$ cat src/rtl/ahblite_copy_master_if.sv
// AHB-Lite signal bundle shared by the copy master and whatever slave or
// matrix port it is attached to.
interface ahblite_copy_master_if;
    logic [31:0] HADDR;
    logic [1:0]  HTRANS;
    logic [2:0]  HSIZE;
    logic [2:0]  HBURST;
    logic [3:0]  HPROT;
    logic        HMASTLOCK;
    logic        HWRITE;
    logic [31:0] HWDATA;
    logic        HREADY;
    logic [31:0] HRDATA;
    logic        HRESP;

    modport master (
        output HADDR, HTRANS, HSIZE, HBURST, HPROT, HMASTLOCK, HWRITE, HWDATA,
        input  HREADY, HRDATA, HRESP
    );

    modport slave (
        input  HADDR, HTRANS, HSIZE, HBURST, HPROT, HMASTLOCK, HWRITE, HWDATA,
        output HREADY, HRDATA, HRESP
    );
endinterface

$ cat src/rtl/ahblite_copy_master.sv
// AHB-Lite master that copies word_count 32-bit words from src_addr to dst_addr
// using single non-pipelined NONSEQ transfers: one read then one write per word.
module ahblite_copy_master #(
    parameter int         CNT_WIDTH = 16,
    parameter logic [3:0] HPROT_VAL = 4'b0011
) (
    input  logic                 HCLK,
    input  logic                 HRESETn,
    input  logic                 start,
    input  logic [31:0]          src_addr,
    input  logic [31:0]          dst_addr,
    input  logic [CNT_WIDTH-1:0] word_count,
    output logic                 busy,
    output logic                 done,
    output logic                 error,
    output logic [2:0]           dbg_state,
    ahblite_copy_master_if.master bus
);

    typedef enum logic [2:0] {
        S_IDLE = 3'd0,
        S_RD_A = 3'd1,
        S_RD_D = 3'd2,
        S_WR_A = 3'd3,
        S_WR_D = 3'd4,
        S_FIN  = 3'd5
    } state_e;

    localparam logic [1:0] HT_IDLE   = 2'b00;
    localparam logic [1:0] HT_NONSEQ = 2'b10;

    state_e               state_q, state_d;
    logic [31:0]          src_q, src_d;
    logic [31:0]          dst_q, dst_d;
    logic [CNT_WIDTH-1:0] rem_q, rem_d;
    logic [31:0]          buf_q, buf_d;
    logic [31:0]          haddr_q, haddr_d;
    logic [1:0]           htrans_q, htrans_d;
    logic                 hwrite_q, hwrite_d;
    logic [31:0]          hwdata_q, hwdata_d;
    logic                 busy_q, busy_d;
    logic                 done_q, done_d;
    logic                 error_q, error_d;

    // Byte-lane bits of the start addresses are deliberately discarded.
    logic unused_addr_lsbs;
    assign unused_addr_lsbs = ^{src_addr[1:0], dst_addr[1:0]};

    always_ff @(posedge HCLK or negedge HRESETn) begin
        if (!HRESETn) begin
            state_q  <= S_IDLE;
            src_q    <= '0;
            dst_q    <= '0;
            rem_q    <= '0;
            buf_q    <= '0;
            haddr_q  <= '0;
            htrans_q <= HT_IDLE;
            hwrite_q <= 1'b0;
            hwdata_q <= '0;
            busy_q   <= 1'b0;
            done_q   <= 1'b0;
            error_q  <= 1'b0;
        end else begin
            state_q  <= state_d;
            src_q    <= src_d;
            dst_q    <= dst_d;
            rem_q    <= rem_d;
            buf_q    <= buf_d;
            haddr_q  <= haddr_d;
            htrans_q <= htrans_d;
            hwrite_q <= hwrite_d;
            hwdata_q <= hwdata_d;
            busy_q   <= busy_d;
            done_q   <= done_d;
            error_q  <= error_d;
        end
    end

    // Bus outputs are registered from the next state, so each state's bus
    // signals are visible for exactly the cycles spent in that state.
    always_comb begin
        state_d  = state_q;
        src_d    = src_q;
        dst_d    = dst_q;
        rem_d    = rem_q;
        buf_d    = buf_q;
        haddr_d  = haddr_q;
        htrans_d = htrans_q;
        hwrite_d = hwrite_q;
        hwdata_d = hwdata_q;
        busy_d   = busy_q;
        done_d   = 1'b0;
        error_d  = 1'b0;

        case (state_q)
            S_IDLE: begin
                if (start) begin
                    if (word_count != '0) begin
                        src_d    = {src_addr[31:2], 2'b00};
                        dst_d    = {dst_addr[31:2], 2'b00};
                        rem_d    = word_count;
                        state_d  = S_RD_A;
                        haddr_d  = {src_addr[31:2], 2'b00};
                        htrans_d = HT_NONSEQ;
                        hwrite_d = 1'b0;
                        busy_d   = 1'b1;
                    end else begin
                        state_d = S_FIN;
                        done_d  = 1'b1;
                    end
                end
            end
            S_RD_A: begin
                if (bus.HREADY) begin
                    state_d  = S_RD_D;
                    htrans_d = HT_IDLE;
                end
            end
            S_RD_D: begin
                if (bus.HREADY) begin
                    if (bus.HRESP) begin
                        state_d  = S_IDLE;
                        hwrite_d = 1'b0;
                        busy_d   = 1'b0;
                        error_d  = 1'b1;
                    end else begin
                        buf_d    = bus.HRDATA;
                        state_d  = S_WR_A;
                        haddr_d  = dst_q;
                        htrans_d = HT_NONSEQ;
                        hwrite_d = 1'b1;
                    end
                end
            end
            S_WR_A: begin
                if (bus.HREADY) begin
                    state_d  = S_WR_D;
                    htrans_d = HT_IDLE;
                    hwdata_d = buf_q;
                end
            end
            S_WR_D: begin
                if (bus.HREADY) begin
                    if (bus.HRESP) begin
                        state_d  = S_IDLE;
                        hwrite_d = 1'b0;
                        busy_d   = 1'b0;
                        error_d  = 1'b1;
                    end else begin
                        src_d = src_q + 32'd4;
                        dst_d = dst_q + 32'd4;
                        rem_d = rem_q - CNT_WIDTH'(1);
                        if (rem_q == CNT_WIDTH'(1)) begin
                            state_d  = S_FIN;
                            hwrite_d = 1'b0;
                            busy_d   = 1'b0;
                            done_d   = 1'b1;
                        end else begin
                            state_d  = S_RD_A;
                            haddr_d  = src_q + 32'd4;
                            htrans_d = HT_NONSEQ;
                            hwrite_d = 1'b0;
                        end
                    end
                end
            end
            S_FIN: begin
                state_d = S_IDLE;
            end
            default: begin
                state_d  = S_IDLE;
                htrans_d = HT_IDLE;
                busy_d   = 1'b0;
            end
        endcase
    end

    assign bus.HADDR     = haddr_q;
    assign bus.HTRANS    = htrans_q;
    assign bus.HSIZE     = 3'b010;
    assign bus.HBURST    = 3'b000;
    assign bus.HPROT     = HPROT_VAL;
    assign bus.HMASTLOCK = 1'b0;
    assign bus.HWRITE    = hwrite_q;
    assign bus.HWDATA    = hwdata_q;

    assign busy      = busy_q;
    assign done      = done_q;
    assign error     = error_q;
    assign dbg_state = state_q;

endmodule

$ cat src/flat_wrapper.sv
// flat-port wrapper written by rule: the top's interface ports become plain ports
module ahblite_copy_master_flat 
#(
    parameter int         CNT_WIDTH = 16,
    parameter logic [3:0] HPROT_VAL = 4'b0011
)
  (HCLK, HRESETn, start, src_addr, dst_addr, word_count, busy, done, error, dbg_state, bus_HADDR, bus_HTRANS, bus_HSIZE, bus_HBURST, bus_HPROT, bus_HMASTLOCK, bus_HWRITE, bus_HWDATA, bus_HREADY, bus_HRDATA, bus_HRESP);
  ahblite_copy_master_if bus_i ();
  input  logic HCLK;
  input  logic HRESETn;
  input  logic start;
  input  logic [31:0] src_addr;
  input  logic [31:0] dst_addr;
  input  logic [CNT_WIDTH-1:0] word_count;
  output logic busy;
  output logic done;
  output logic error;
  output logic [2:0] dbg_state;
  output wire logic [$bits(bus_i.HADDR)-1:0] bus_HADDR;
  output wire logic [$bits(bus_i.HTRANS)-1:0] bus_HTRANS;
  output wire logic [$bits(bus_i.HSIZE)-1:0] bus_HSIZE;
  output wire logic [$bits(bus_i.HBURST)-1:0] bus_HBURST;
  output wire logic [$bits(bus_i.HPROT)-1:0] bus_HPROT;
  output wire logic [$bits(bus_i.HMASTLOCK)-1:0] bus_HMASTLOCK;
  output wire logic [$bits(bus_i.HWRITE)-1:0] bus_HWRITE;
  output wire logic [$bits(bus_i.HWDATA)-1:0] bus_HWDATA;
  input wire logic [$bits(bus_i.HREADY)-1:0] bus_HREADY;
  input wire logic [$bits(bus_i.HRDATA)-1:0] bus_HRDATA;
  input wire logic [$bits(bus_i.HRESP)-1:0] bus_HRESP;
  assign bus_HADDR = bus_i.HADDR;
  assign bus_HTRANS = bus_i.HTRANS;
  assign bus_HSIZE = bus_i.HSIZE;
  assign bus_HBURST = bus_i.HBURST;
  assign bus_HPROT = bus_i.HPROT;
  assign bus_HMASTLOCK = bus_i.HMASTLOCK;
  assign bus_HWRITE = bus_i.HWRITE;
  assign bus_HWDATA = bus_i.HWDATA;
  assign bus_i.HREADY = bus_HREADY;
  assign bus_i.HRDATA = bus_HRDATA;
  assign bus_i.HRESP = bus_HRESP;
  ahblite_copy_master #(.CNT_WIDTH(CNT_WIDTH), .HPROT_VAL(HPROT_VAL)) u_core (.HCLK(HCLK), .HRESETn(HRESETn), .start(start), .src_addr(src_addr), .dst_addr(dst_addr), .word_count(word_count), .busy(busy), .done(done), .error(error), .dbg_state(dbg_state), .bus(bus_i));
endmodule
$ cat config.mk
export PLATFORM = sky130hd
export DESIGN_NAME = ahblite_copy_master_flat
export DESIGN_NICKNAME = d
export VERILOG_FILES = /design/src/rtl/ahblite_copy_master_if.sv /design/src/rtl/ahblite_copy_master.sv /design/src/flat_wrapper.sv
export SDC_FILE = /design/constraint.sdc
export NUM_CORES = 1
export LEC_CHECK = 0
export BUFFER_PORTS_ARGS = -buffer_cell sky130_fd_sc_hd__buf_4
export CORE_MARGIN = 2
export CORE_UTILIZATION = 56
export DETAILED_ROUTE_END_ITERATION = 8
export PLACE_DENSITY = 0.81
export SYNTH_ARGS = -nofsm -noshare
export SYNTH_HDL_FRONTEND = slang
export SYNTH_SLANG_ARGS = --single-unit
$ cat constraint.sdc
create_clock -name HCLK -period 3.03 [get_ports HCLK]
set_input_delay 0 -clock HCLK [delete_from_list [all_inputs] [get_ports HCLK]]
set_output_delay 0 -clock HCLK [all_outputs]
set_load 0.02 [all_outputs]
## Yosys cells after proc, flatten, opt, wreduce, memory -nomap -nowiden

Cells that the tools add are included.

- Output and inout bits: 84
- Flip-flop bits (word level): 185
- Word-level logic and storage cells: 114

- Reduce and logical (&&, ||, !) cells: 15
- Equal/unequal tests: 18
- Muxes and demuxes: 63
- $add $sub $neg: 3
- Bitwise gates (word level): 3

Operator list:

| cell | number |
|---|---|
| 32-bit two-way mux | 13 |
| 32-bit case mux with 2 select lines | 2 |
| 32-bit case mux with 3 select lines | 1 |
| 32-bit by 3-bit adder with 32-bit output, second input constant | 2 |
| 16-bit two-way mux | 4 |
| 16-bit case mux with 2 select lines | 1 |
| 3-bit two-way mux | 8 |
| 1-bit two-way mux | 20 |
| 2-bit two-way mux | 9 |
| 2-bit != test, second input constant | 9 |
| 16-bit by 1-bit equality test with 1-bit output, second input constant | 1 |
| 16-bit nonzero test | 1 |
| 16-bit by 1-bit subtractor with 16-bit output, second input constant | 1 |
| 3-bit case mux with 5 select lines | 1 |
| 5-bit AND reduction | 3 |
| 2-bit case mux with 5 select lines | 1 |
| 9-bit AND reduction | 1 |
| 8-bit AND reduction | 1 |
| 7-bit AND reduction | 1 |
| 3-bit by 2-bit equality test with 1-bit output, second input constant | 2 |
| 3-bit equality test, second input constant | 2 |
| 2-bit by 1-bit != test with 1-bit output, second input constant | 2 |
| 1-bit case mux with 4 select lines | 1 |
| 2-bit OR reduction | 2 |
| 11 further kinds | 13 |

## Depth between registers and ports, before layout

Gate-level depths: netlist (run 1).

- Depth in word-level cells: 5
- Depth in mapped cells: 11
- Depth with buffers taken out: 7

## Least setup slack after synthesis (run 1)

OpenSTA, ideal clock, no wires.

- Path type: register to register
- From: register u_core.state_q[2] (netlist: u_core.dbg_state[2])
- To: register u_core.haddr_q[10] (netlist: u_core.bus.HADDR[10])
- Setup time: 0.125 ns
- Path slack: 0.824 ns
- Data required time: 2.905 ns
- Cell stages (with the launch flop): 9
- Path buffers: 3
- Arrival: 2.081 ns
- Period minus slack after synthesis: 2.206 ns
- Cell sequence: dfrtp_1 buf_2 nor4_2 nand3_1 o22a_1 and3_1 buf_6 buf_6 mux2_4

- Word-level cells in the longest chain between the ends: 3
- Elaborated cells on any way between the ends: 13
- Those cells by class: 9 x eq/ne; 1 x mux; 3 x reduce/logical

RTL lines:

| what | RTL line | text |
|---|---|---|
| from (decl) | ahblite_copy_master.sv:32 | `state_e state_q, state_d;` |
| from (signal assigned) | ahblite_copy_master.sv:64 | `state_q <= state_d;` |
| 3-bit equality test (tied with other cells) | ahblite_copy_master.sv:95 | `case (state_q)` |
| 2-bit != test (no line) (tied with other cells) | - |  |
| 8-bit AND reduction (no line) | - |  |
| to (signal assigned) | ahblite_copy_master.sv:69 | `haddr_q <= haddr_d;` |
| to (decl) | ahblite_copy_master.sv:37 | `logic [31:0] haddr_q, haddr_d;` |

Parallel ways exist; a longest one is shown, timed or not.
A chain may end at the register's enable or synchronous reset.

## Worst setup path after layout (run 1)

- From: register u_core.rem_q[1]
- To: register u_core.done_q (netlist: u_core.done)

- Word-level cells in the longest chain between the ends: 5

RTL lines:

| what | RTL line | text |
|---|---|---|
| from (decl) | ahblite_copy_master.sv:35 | `logic [CNT_WIDTH-1:0] rem_q, rem_d;` |
| from (signal assigned) | ahblite_copy_master.sv:67 | `rem_q <= rem_d;` |
| 16-bit by 1-bit equality test with 1-bit output | ahblite_copy_master.sv:153 | `if (rem_q == CNT_WIDTH'(1)) begin` |
| 1-bit two-way mux | ahblite_copy_master.sv:153 |  |
| 1-bit two-way mux | ahblite_copy_master.sv:144 | `if (bus.HRESP) begin` |
| 1-bit two-way mux | ahblite_copy_master.sv:143 | `if (bus.HREADY) begin` |
| 1-bit case mux with 2 select lines | ahblite_copy_master.sv:95 |  |
| net u_core.done_d | ahblite_copy_master.sv:42 | `logic done_q, done_d;` |
| to (signal assigned) | ahblite_copy_master.sv:74 | `done_q <= done_d;` |
| to (decl) | ahblite_copy_master.sv:42 |  |

The timed path passes the listed nets, and every way through them passes these cells.

==> metrics.txt, run 1 <==
post-synth top area share 44.38%; layout cell share with drive strength beyond 1 25.73%; io pins 201; Worst Max-Slew Pin Slew 0.9232 ns; via/cell ratio 6.423; CTS H-tree depth 4; min-delay worst type in2reg; Crit path required time 3.43 ns; library cells used by synthesis 73; Core ar. 17840 µm²; Num CTS Buffers 17; multiplexer area fraction after synthesis 9.557%; Worst Setup Start Kind flip-flop; Clock transition at path regs 0.09 ns; RR Endpoint u_core.done; clock net sink count 179; Setup WS post-layout 0.4704 ns; post-synthesis async set-or-reset flop share 100.0%; Nets 1441; RR Startpoint u_core.rem_q[1]; DRC 0; total wire length 32.69 mm; post-synthesis compound-gate area fraction 22.08%; CTS tree built; Worst slew margin 38.38%; Slew Viols, Final 0; Area after DPL 11630 µm²; period utilization 84.48%; r2r setup slk 0.47 ns; Mapped Avg Cell Area 9.442 µm²; DR WL/cell 20.93 µm; RSZ-0062 raised after global routing no; static leakage 0.005712 µW; routed via count 10030; Synth Cell Area 10090 µm²; largest net degree at the start of global routing 106; CP Max Fanout 14; total grt overflow 0; xor and xnor area share after synthesis 1.215%; Arr. time, crit path 2.95 ns; Setup Skew 0.01798 ns; Site Rows 49; Post-synth EDFFs 0; vias in the first global route 9876; setup slack at placement 0.5847 ns; clk buf depth 2; crit end category flip-flop; 1st-pass router iterations 7; Critical Setup Path Class reg2reg; area of the multi-input gates 5097 µm²; first-pass GRT wire length 51.93 mm; outcome complete, no violations; Area contributors post-synth dfrtp_1 44%, mux2_2 7.5%, a21oi_1 4.4%, o21ai_0 4.3%, nor2_1 2.9%; initial antenna violation count 0; Initial Util 56.57%; design area 13390 µm²; VDD IR max 0.6640 mV; IO Port Bufs 184; DRT antenna net count 0; Area growth syn-to-layout 32.68%; FILL cells 1176; Horiz. Die Dim 138.3 µm; total global-route track usage 33.66%; Die H 138.3 µm; Max-cap violations 0; Gate Count Post-Synth 1069; Synth Warn # 0; Setup crit end u_core.done; count leader, synth dfrtp_1; CP startpoint u_core.rem_q[1]; top cells by count, synth 179 x dfrtp_1, 89 x a21oi_1, 87 x o21ai_0; power per cell area 976.3 nW/µm²; register area 4479 µm²; Root Driver clkbuf_16; Synth area leader dfrtp_1; DP HPWL 20.05 mm; f_max 390.7 MHz; worst r2r path cells 8; antenna diode count 0; post-route setup TNS 0 ns; hold violation total from the final report 0; sequential area share after synthesis 44.38%; min Tclk post-route 2.560 ns; RD Place Congestion 0.9011; post_cts resized 0; simple logic cell fraction of the synthesized area 16.44%; largest family of logic cells by synthesized area compound AO/OA/AOI/OAI gates; Initial DRC Count 1313; ys flop type dfrtp_1; Clock Latency Late Sink 0.45 ns; Die ar. 19110 µm²; Finish-stage setup viols 0; Synth Area in Adders 0.4958%; Yosys reg bits 179; postcts setup bufs 0
[through the flow]
stage | power [µW] | std cells | hold WS (ns) | utilization [%]
after floorplan | 8302 | 1079 | -0.2956 | -
after global placement | 10080 | 1418 | 0.1053 | 65.19
after detailed placement | 10300 | 1418 | 0.1095 | 65.19
after CTS | 12810 | 1562 | 0.01259 | 75.06
after global routing | 13720 | 1562 | 0.06020 | 75.06
final | 13070 | 1562 | 0.03278 | 75.06
[cell type report]
type | instances | share of cell area (%)
Multi-Input combinational cell | 774 | 38.06
Inverter | 22 | 0.6166
Clock buffer | 17 | 3.177
Timing Repair Buffer | 326 | 20.96
Sequential cell | 179 | 33.45
Clock inverter | 15 | 1.598
Tap cell | 229 | 2.140
[worst max-delay path, cell delays in order (launching register included)]
cell	delay (ns)
dfrtp_1	0.41
inv_1	0.11
ha_1	0.16
nor4b_1	0.25
nand4_1	0.33
or2_0	0.33
buf_4	0.21
o21ai_0	0.14
dlygate4sd3_1	0.57
[worst min-delay path by stage]
stage	slack, ns	end	startpoint	cells after the start
global placement	0.11	u_core.bus.HADDR[11]	HRESETn	1
detailed placement	0.11	u_core.bus.HADDR[11]	HRESETn	1
finish	0.03	u_core.dst_q[21]	dst_addr[21]	4
CTS	0.01	u_core.dst_q[21]	dst_addr[21]	4
global route	0.06	u_core.dst_q[21]	dst_addr[21]	4
floorplan	-0.30	u_core.buf_q[0]	HRESETn	0
[metal layers]
metal	vias up	part of all wire, %	GRT usage (%)
li1	4496	-	-
met1	4854	38	42.78
met2	575	49	56.15
met3	108	7.7	6.235
met4	0	4.6	15.74
met5	-	0	0
[timing repair]
item / 4_1_cts / 5_1_grt
setup endpoints to repair: 0 / 0
hold buffers: 112 / 0
endpoints found under the hold margin: 212 / 0
[power breakdown]
part | internal (µW) | switching (µW) | total (µW)
sequential | 3560 | 1260 | 4820
combinational | 2660 | 3210 | 5870
clock | 1160 | 1220 | 2380
[registers in the layout, summed over array words and instances, names as in the netlist]
name and cells:
u_core.rem_q 16, u_core.bus.HWRITE 1, u_core.error 1, u_core.dst_q 30, u_core.bus.HADDR 31, u_core.busy 1, u_core.buf_q 32, u_core.done 1
u_core.src_q 30, u_core.bus.HWDATA 32, u_core.bus.HTRANS 1, u_core.dbg_state 3
[cell usage in the layout (no fill, tap or decap), types with 6 or more instances in the layout]
cell / instances
o2bb2ai_1: 7
and3_1: 15
xnor2_1: 10
buf_4: 207
nand3_1: 42
inv_1: 21
a21oi_1: 89
nor3_1: 19
mux2_4: 10
a31oi_1: 43
conb_1: 12
a22oi_1: 21
nor4_1: 20
nand2_1: 62
dfrtp_1: 179
mux2i_1: 6
o22a_1: 14
o21ai_0: 87
o22ai_1: 16
mux2_2: 67
a32o_1: 11
nor2b_1: 6
and2_1: 6
buf_12: 6
a222oi_1: 6
nand4_1: 18
a2bb2oi_1: 13
or4_1: 7
dlygate4sd3_1: 112
nor2_1: 77
clkbuf_16: 17
[kinds of logic after synthesis]
kind of cell    count (synthesis)
xor+xnor                       14
other cells                     2
mux                            83
fa+ha+maj                       4
compound gates                349
buf+inv                       126
simple gates                  312
flops                         179
No activity file was read; power rests on OpenSTA's default activity.
==> inputs of run 2 (changes only) <==
--- a/config.mk
+++ b/config.mk
@@ -7,9 +7,9 @@
 export LEC_CHECK = 0
 export BUFFER_PORTS_ARGS = -buffer_cell sky130_fd_sc_hd__buf_4
 export CORE_MARGIN = 2
-export CORE_UTILIZATION = 56
+export CORE_UTILIZATION = 51
 export DETAILED_ROUTE_END_ITERATION = 8
-export PLACE_DENSITY = 0.81
+export PLACE_DENSITY = 0.78
 export SYNTH_ARGS = -nofsm -noshare
 export SYNTH_HDL_FRONTEND = slang
 export SYNTH_SLANG_ARGS = --single-unit
==> constraint.sdc (replaced) <==
create_clock -name HCLK -period 2.3 [get_ports HCLK]
set_input_delay 0 -clock HCLK [delete_from_list [all_inputs] [get_ports HCLK]]
set_output_delay 0 -clock HCLK [all_outputs]
set_load 0.02 [all_outputs]
==> run 2 against run 1 <==
Against the previous run:
- non-clock buffer count up 49
- clock power rose by 27%
- worst hold slack lost 0.014 ns
- via count grew 2.4%
- maximum frequency up 13%
- flip-flop and latch count unchanged
- combinational power grew 45%
- total power is 35% higher
- die area increased by 9.5%
- clock-buffer cell count is the same
- first-iteration DRC count grew 0.91%
- sequential share of layout area decreased by 1.2 points
- critical path type unchanged
- largest power group unchanged
==> metrics.txt, run 2 (same netlist as run 1, synthesis figures left out) <==
routed via count 10280 (+2.4%); FILL cells 1368 (+16%); crit end category flip-flop; Setup Skew 0.01641 ns (-0.001569 ns); outcome complete, no violations; VDD IR max 0.7411 mV (+12%); fin util 71.26% (-3.8 points); Arr. time, crit path 2.59 ns (-0.36 ns); static leakage 0.005972 µW (+4.5%); Nets 1490 (+3.4%); RD Place Congestion 0.9189 (+2.0%); DRT antenna net count 0 (unchanged); Horiz. Die Dim 144.7 µm (+4.6%); DR WL/cell 20.12 µm (-3.9%); design area 13870 µm² (+3.6%); Layout Cells excl Fill 1647 (+5.4%); CP Max Fanout 32 (+18); Core ar. 19460 µm² (+9.1%); Crit path required time 2.62 ns (-0.81 ns); worst hold path depth 4 (unchanged); worst hold slack 0.01879 ns (-0.01399 ns); DP HPWL 21.73 mm (+8.4%); min Tclk post-route 2.267 ns (-0.2921 ns); clock net sink count 179 (unchanged); DRC 0 (unchanged); Total Power 17620 µW (+35%); Critical Setup Path Class reg2reg; Finish-stage setup viols 0 (unchanged); clk buf depth 2 (unchanged); power per cell area 1271 nW/µm² (+30%); Die ar. 20930 µm² (+9.5%); Worst Max-Slew Pin Slew 0.7174 ns (-0.2059 ns); total grt overflow 0 (unchanged); Site Rows 51 (+4.1%); io pins 201 (unchanged); most common cell after layout, fill and taps aside buf_4; commonest cells after routing, fill and taps aside 254 x buf_4, 179 x dfrtp_1, 109 x dlygate4sd3_1; f_max 441.0 MHz (+13%); period utilization 98.59% (+14 points); worst r2r path cells 6 (-2); Worst Setup Start Kind flip-flop; total wire length 33.13 mm (+1.4%); Clock Latency Late Sink 0.45 ns (about the same); Worst slew margin 52.00% (+14 points); Area growth syn-to-layout 37.41%; Slew Viols, Final 0 (unchanged); IO Port Bufs 184 (unchanged); RSZ-0062 raised after global routing yes; Initial DRC Count 1325 (+0.91%); CTS H-tree depth 4 (unchanged); Num CTS Buffers 17 (unchanged); via/cell ratio 6.240 (-2.8%); min-delay worst type in2reg; antenna diode count 0 (unchanged); Max-cap violations 0 (unchanged); first-pass GRT wire length 51.47 mm (-0.89%); layout cell share with drive strength beyond 1 28.87% (+3.1 points); CTS tree built; Initial Util 51.86% (-4.7 points); Clock transition at path regs 0.08 ns (about the same); Root Driver clkbuf_16; Inst Count DP 1506 (+6.2%); postcts setup bufs 0 (unchanged); Die H 144.7 µm (+4.6%); Area after DPL 12120 µm² (+4.2%); hold violation total from the final report 0 (unchanged); vias in the first global route 9708 (-1.7%); 1st-pass router iterations 6 (-1); largest net degree at the start of global routing 80 (-25%); total global-route track usage 31.74% (-1.9 points); initial antenna violation count 0 (unchanged)
run 2: cell count changes in the layout (fill, tap and decap cells not counted), moves of 2 or more:
cell,delta
buf_4,+47
buf_12,+5
inv_12,-5
clkinv_8,+4
dlygate4sd3_1,-3
or4_1,-3
or4_4,+3
nor4b_1,-2
nor4b_2,+2
run 2: cell type report:
type | instances | area, µm² | area share, %
Sequential cell | 179 | 4479 | 32.30
Timing Repair Buffer | 375 | 3229 | 23.28
Clock buffer | 17 | 425.4 | 3.067
Tap cell | 265 | 331.6 | 2.391
Multi-Input combinational cell | 774 | 5116 | 36.89
Inverter | 22 | 82.58 | 0.5954
Clock inverter | 15 | 205.2 | 1.479
run 2: routing by layer:
| metal | track usage [%] | up-vias | share of wire [%] | routed length [µm] |
|---|---|---|---|---|
| li1 | - | 4587 | - | - |
| met1 | 41.48 | 4956 | 39 | 12760 |
| met2 | 50.89 | 616 | 48 | 16000 |
| met3 | 6.252 | 119 | 8.6 | 2840 |
| met4 | 15.38 | 0 | 4.6 | 1535 |
| met5 | 0 | - | 0 | 0 |
run 2: final timing paths:
check	startpoint	to	slack, ns
max	u_core.dbg_state[2]	u_core.bus.HADDR[14]	0.03
min	dst_addr[29]	u_core.dst_q[29]	0.02
max reg2reg	u_core.dbg_state[2]	u_core.bus.HADDR[14]	0.03
min reg2reg	u_core.buf_q[1]	u_core.buf_q[1]	0.51
max in group asynchronous	HRESETn	u_core.rem_q[1]	1.44
min in group asynchronous	HRESETn	u_core.bus.HADDR[10]	0.13
run 2: worst max-delay path, cell delays in order (launching register included):
cell,delay [ns]
dfrtp_1,0.49
nor4_2,0.44
nand3_1,0.23
o22a_1,0.26
and3_1,0.20
buf_12,0.18
mux2_4,0.32
run 2: repair_timing:
item | in CTS | in global routing
gates resized for setup | 0 | 6
endpoints found under the setup margin | 0 | 18
hold buffers | 109 | 0
hold endpoints to repair | 187 | 0
run 2: through the flow:
step,setup slack [ns],TNS (ns)
floorplan,0.09427,0
global placement,0.1108,0
detailed placement,0.05115,0
CTS,0.04026,0
global route,-0.01346,-0.02330
finish,0.03251,0
run 2: power by group:
part | internal [µW] | total, µW | switching [µW] | leakage, µW
combinational | 3890 | 8490 | 4600 | 0.00354
sequential | 4700 | 6110 | 1410 | 0.00213
clock | 1490 | 3030 | 1530 | 0.000298
